**config.mk**
```make
export PLATFORM = sky130hd
export DESIGN_NAME = alu_ctrl_seq
export DESIGN_NICKNAME = d
export VERILOG_FILES = /design/src/rtl/alu_ctrl_seq.sv
export SDC_FILE = /design/constraint.sdc
export NUM_CORES = 1
export LEC_CHECK = 0
export ABC_AREA = 0
export BUFFER_PORTS_ARGS = -buffer_cell sky130_fd_sc_hd__buf_2
export CAP_MARGIN = 15
export CORE_ASPECT_RATIO = 0.75
export CORE_MARGIN = 2
export CORE_UTILIZATION = 40
export DETAILED_ROUTE_END_ITERATION = 6
export GPL_ROUTABILITY_DRIVEN = 0
export MAX_ROUTING_LAYER = met4
export PLACE_DENSITY = 0.61
export SLEW_MARGIN = 40
export SYNTH_ARGS = -nofsm -noshare
export SYNTH_HDL_FRONTEND = slang
export SYNTH_SLANG_ARGS = --single-unit
export TNS_END_PERCENT = 5
```
**constraint.sdc**
```tcl
create_clock -name clk -period 2 [get_ports clk]
set_input_delay 0.2 -clock clk [delete_from_list [all_inputs] [get_ports clk]]
set_output_delay 0.2 -clock clk [all_outputs]
set_load 0.02 [all_outputs]
```
**src/rtl/alu_ctrl_seq.sv**
```systemverilog
// alu_ctrl_seq: ALU control decoder with output handshake and multi-cycle mult/div sequencing
module alu_ctrl_seq #(
    parameter int CTRL_W = 4,
    parameter int MD_LAT = 32
) (
    input  logic              clk,
    input  logic              rst_n,
    input  logic              flush,
    input  logic              in_valid,
    output logic              in_ready,
    input  logic [1:0]        aluOp,
    input  logic [5:0]        funct,
    output logic              out_valid,
    input  logic              out_ready,
    output logic [CTRL_W-1:0] aluControl,
    output logic              err,
    output logic              md_busy,
    output logic              md_start
);
    localparam int CW = (MD_LAT > 1) ? $clog2(MD_LAT) : 1;
    typedef enum logic {IDLE, MD_BUSY} state_t;
    state_t state_q, state_d;
    logic [CW-1:0] cnt_q, cnt_d;
    logic [3:0] ctrl_q, ctrl_d, dec_ctrl;
    logic out_valid_q, out_valid_d, err_q, err_d, md_start_q, md_start_d;
    logic dec_err, dec_md, accept;
    assign in_ready   = !flush && state_q == IDLE && (!out_valid_q || out_ready);
    assign accept     = in_valid && in_ready;
    assign out_valid  = out_valid_q;
    assign err        = err_q;
    assign md_busy    = state_q == MD_BUSY;
    assign md_start   = md_start_q;
    assign aluControl = CTRL_W'(ctrl_q);
    // decode aluOp/funct into a 4-bit control code; anything unlisted is illegal
    always_comb begin
        dec_ctrl = 4'b1111;
        dec_err  = 1'b1;
        dec_md   = 1'b0;
        case (aluOp)
            2'b00: {dec_ctrl, dec_err} = {4'b0010, 1'b0};
            2'b01: {dec_ctrl, dec_err} = {4'b0110, 1'b0};
            2'b10:
                case (funct)
                    6'b100000: {dec_ctrl, dec_err} = {4'b0010, 1'b0};
                    6'b100010: {dec_ctrl, dec_err} = {4'b0110, 1'b0};
                    6'b100100: {dec_ctrl, dec_err} = {4'b0000, 1'b0};
                    6'b100101: {dec_ctrl, dec_err} = {4'b0001, 1'b0};
                    6'b101010: {dec_ctrl, dec_err} = {4'b0111, 1'b0};
                    6'b100111: {dec_ctrl, dec_err} = {4'b1100, 1'b0};
                    6'b011000: {dec_ctrl, dec_err, dec_md} = {4'b1000, 1'b0, 1'b1};
                    6'b011010: {dec_ctrl, dec_err, dec_md} = {4'b1001, 1'b0, 1'b1};
                    default: ;
                endcase
            default: ;
        endcase
    end
    // next state: flush beats everything, then mult/div countdown, then acceptance, then drain
    always_comb begin
        state_d     = state_q;
        cnt_d       = cnt_q;
        ctrl_d      = ctrl_q;
        out_valid_d = out_valid_q;
        err_d       = err_q;
        md_start_d  = 1'b0;
        if (flush) begin
            state_d     = IDLE;
            cnt_d       = '0;
            out_valid_d = 1'b0;
            err_d       = 1'b0;
        end else if (state_q == MD_BUSY) begin
            if (cnt_q == '0) begin
                state_d     = IDLE;
                out_valid_d = 1'b1;
            end else begin
                cnt_d = cnt_q - CW'(1);
            end
        end else if (accept) begin
            ctrl_d      = dec_ctrl;
            err_d       = dec_err;
            out_valid_d = !dec_md;
            md_start_d  = dec_md;
            state_d     = dec_md ? MD_BUSY : IDLE;
            cnt_d       = dec_md ? CW'(MD_LAT - 1) : cnt_q;
        end else if (out_ready) begin
            out_valid_d = 1'b0;
            err_d       = 1'b0;
        end
    end
    // state and output registers
    always_ff @(posedge clk or negedge rst_n) begin
        if (!rst_n) begin
            state_q     <= IDLE;
            cnt_q       <= '0;
            ctrl_q      <= '0;
            out_valid_q <= 1'b0;
            err_q       <= 1'b0;
            md_start_q  <= 1'b0;
        end else begin
            state_q     <= state_d;
            cnt_q       <= cnt_d;
            ctrl_q      <= ctrl_d;
            out_valid_q <= out_valid_d;
            err_q       <= err_d;
            md_start_q  <= md_start_d;
        end
    end
endmodule

```
==> run_results.csv <==
group,metric,value,unit
synthesis,synth_edf_count,0,
cts,clock_latency,0.28,ns
floorplan,die_w,56.11,µm
sta,setup_viol,0,
power,total_power,556.0,µW
cts,cts_inserted_buffers,3,
detailed_routing,ant_nets,0,
placement,portBuffers,21,
cts,cts_buffer_depth,2,
sta,fin_skew,0.004412,ns
setup_path,setup.worst_path.start_class,"flip-flop",
placement,hpwl,1433,µm
sta,layout_min_cycle_time,1.678,ns
detailed_routing,via_count,726,
floorplan,io_pins,22,
cts,post_cts_buffers,0,
synthesis,syn_inst,89,
setup_path,required,2.18,ns
global_routing,antenna_found_initial,0,
floorplan,die_y,43.08,µm
synthesis,synthTopCellsByArea,"dfrtp_1 40%, a21oi_1 4.3%, o21ai_0 4.3%, ha_1 3.1%, nor2b_1 3.1%",
global_routing,grt_pass1_vias,682,
synthesis,syn_area,814.5,µm²
flow_run,max_cap_viol_count,0,
floorplan,initial_core_util,41.52,%
min_path,hold_path_class,"in2reg",
cts,path_clk_slew,0.08,ns
finish,n_antenna_cell,0,
synthesis,syn_area_per_cell,9.152,µm²
global_routing,grt_max_degree,14,
sta,whs,0.1994,ns
synthesis,syn_nets,104,
global_routing,grt_first_pass_wirelength,3077,µm
sta,max_freq,595.9,MHz
synthesis,synth.top_cell.area_share,39.94,%
cts,cts.repair.resized,0,
synthesis,yosys_most_used_dff,"dfrtp_1",
power,p_per_area,571.2,mW/mm²
synthesis,ys_seq_area_share,39.94,%
status,status,"completed",
power,vdd_drop_max,0.0004547,V
finish,drive_above_1_share,28.32,%
cts,clock-sinks,13,
synthesis,yosysWarnings,0,
sta,tightest_slew,0.5088,ns
floorplan,core,0.001962,mm²
finish,finalNetCount,129,
synthesis,synth_seq_cells,13,
sta,rsz0062_at_grt,"false",
floorplan,fp.dieArea,0.002417,mm²
global_routing,track_usage,17.32,%
detailed_routing,drc,0,
synthesis,yosysUniqueCellTypes,37,
detailed_routing,drt-wirelength-per-cell,13.33,µm
detailed_routing,finalWirelength,1826,µm
setup_path,critPathArrivalTime,1.86,ns
setup_path,cp_max_fo,6,
sta,finalCritPeriodShare,83.91,%
detailed_routing,dr.pass1.iters,4,
finish,final_util,49.62,%
cts,cts-root-buf,"clkbuf_4",
detailed_routing,vias_per_cell,5.299,
sta,finalMaxSlewViolations,0,
sta,hold_violations,0,
setup_path,crit_path_end_kind,"flip-flop",
synthesis,synth_common_cells,"13 x dfrtp_1, 7 x a21oi_1, 7 x o21ai_0",
setup_path,worst-setup-path-type,"reg2reg",
synthesis,async_reset_ff_share,100.0,%
sta,relSlewSlack,65.99,%
cts,cts_tree,"built",
synthesis,synth_top_cell_by_area,"dfrtp_1",
finish,syn_to_final_growth,19.51,%
cts,h-tree-depth,1,
power,power.leakage,0.0004505,µW
floorplan,rows,14,
global_routing,gr-total-overflow,0,
synthesis,synth_most_common_cell,"dfrtp_1",
sta,fin_tns_setup,0,ns
detailed_routing,detail_route.iter0.violations,12,
metal layers:
layer	wire length, µm	track usage, %	vias to the layer above
li1	-	-	379
met1	993	24.67	333
met2	756	24.24	14
met3	76	6.707	0
met4	0	1.429	0
met5	0	-	-
stage by stage:
| stage | instances | area (µm²) | worst slack, ns |
|---|---|---|---|
| floorplan | 89 | 814.5 | 0.5127 |
| global placement | 132 | 937.1 | 0.3907 |
| detailed placement | 132 | 937.1 | 0.3302 |
| CTS | 137 | 973.4 | 0.3078 |
| global route | 137 | 973.4 | 0.1731 |
| finish | 137 | 973.4 | 0.3219 |
kinds of logic after synthesis:
group                    synth area share [%]
AND/OR/NAND/NOR                         27.34
AO/OA/AOI/OAI                           20.43
flip-flops                              39.94
buffers and inverters                   5.530
multiplexers                            2.611
adder cells (fa/ha/maj)                 3.072
XOR/XNOR                                1.075
layout by cell type, fill, tap and decap left out, types with 2 or more instances in the layout:
cell type,netlist,routed
buf_2,1,21
ha_1,2,2
nor2b_1,4,4
nor2_1,5,5
a21oi_1,7,7
dfrtp_1,13,13
nand2_1,6,6
a31oi_1,2,2
nor3_1,3,3
nand2b_1,3,3
nand3_1,4,4
o21ai_0,7,7
inv_1,5,5
nand3b_1,3,3
clkbuf_4,0,3
o311a_1,2,2
timing repair:
action / CTS / global route
setup endpoints to repair: 0 / 0
hold buffers: 1 / 0
hold endpoints to repair: 13 / 0
final cells by class:
cell class,instances,area [µm²]
repair buffers,23,122.6
inverters,6,25.02
multi-input cells,67,444.2
fillers,199,988.4
flip-flops and latches,13,325.3
well taps,24,30.03
clock buffers,4,26.28
worst paths after layout:
path                                            from                         to  slack, ns  cells after the start
setup / recovery                cnt_q[0]$_DFFE_PN0P_      out_valid$_DFFE_PN0P_       0.32                      6
setup reg to reg                cnt_q[0]$_DFFE_PN0P_      out_valid$_DFFE_PN0P_       0.32                      6
min in group asynchronous                      rst_n  aluControl[2]$_DFFE_PN0P_       0.33                      2
max in group asynchronous                      rst_n  aluControl[0]$_DFFE_PN0P_       1.44                      2
hold / removal                                 flush       cnt_q[0]$_DFFE_PN0P_       0.20                      2
hold reg to reg            aluControl[3]$_DFFE_PN0P_  aluControl[3]$_DFFE_PN0P_       0.48                      2
power by group:
| part | switching [µW] | total, µW | internal (µW) |
|---|---|---|---|
| clock network | 88.2 | 166 | 77.4 |
| logic | 65.7 | 107 | 41.8 |
| registers | 6.80 | 283 | 276 |
| total | 161 | 556 | 395 |
state kept, by name, indices dropped and copies added (netlist names):
register,cells
err,1
aluControl,4
out_valid,1
md_start,1
cnt_q,5
md_busy,1
worst max-delay path: stages (launching register included):
cell and delay, ns:
dfrtp_1 0.42, inv_1 0.12, ha_1 0.17, nor4b_2 0.44
nand2b_1 0.19, nor2_1 0.05, nor4_1 0.20
(Power assumes the default switching activity.)
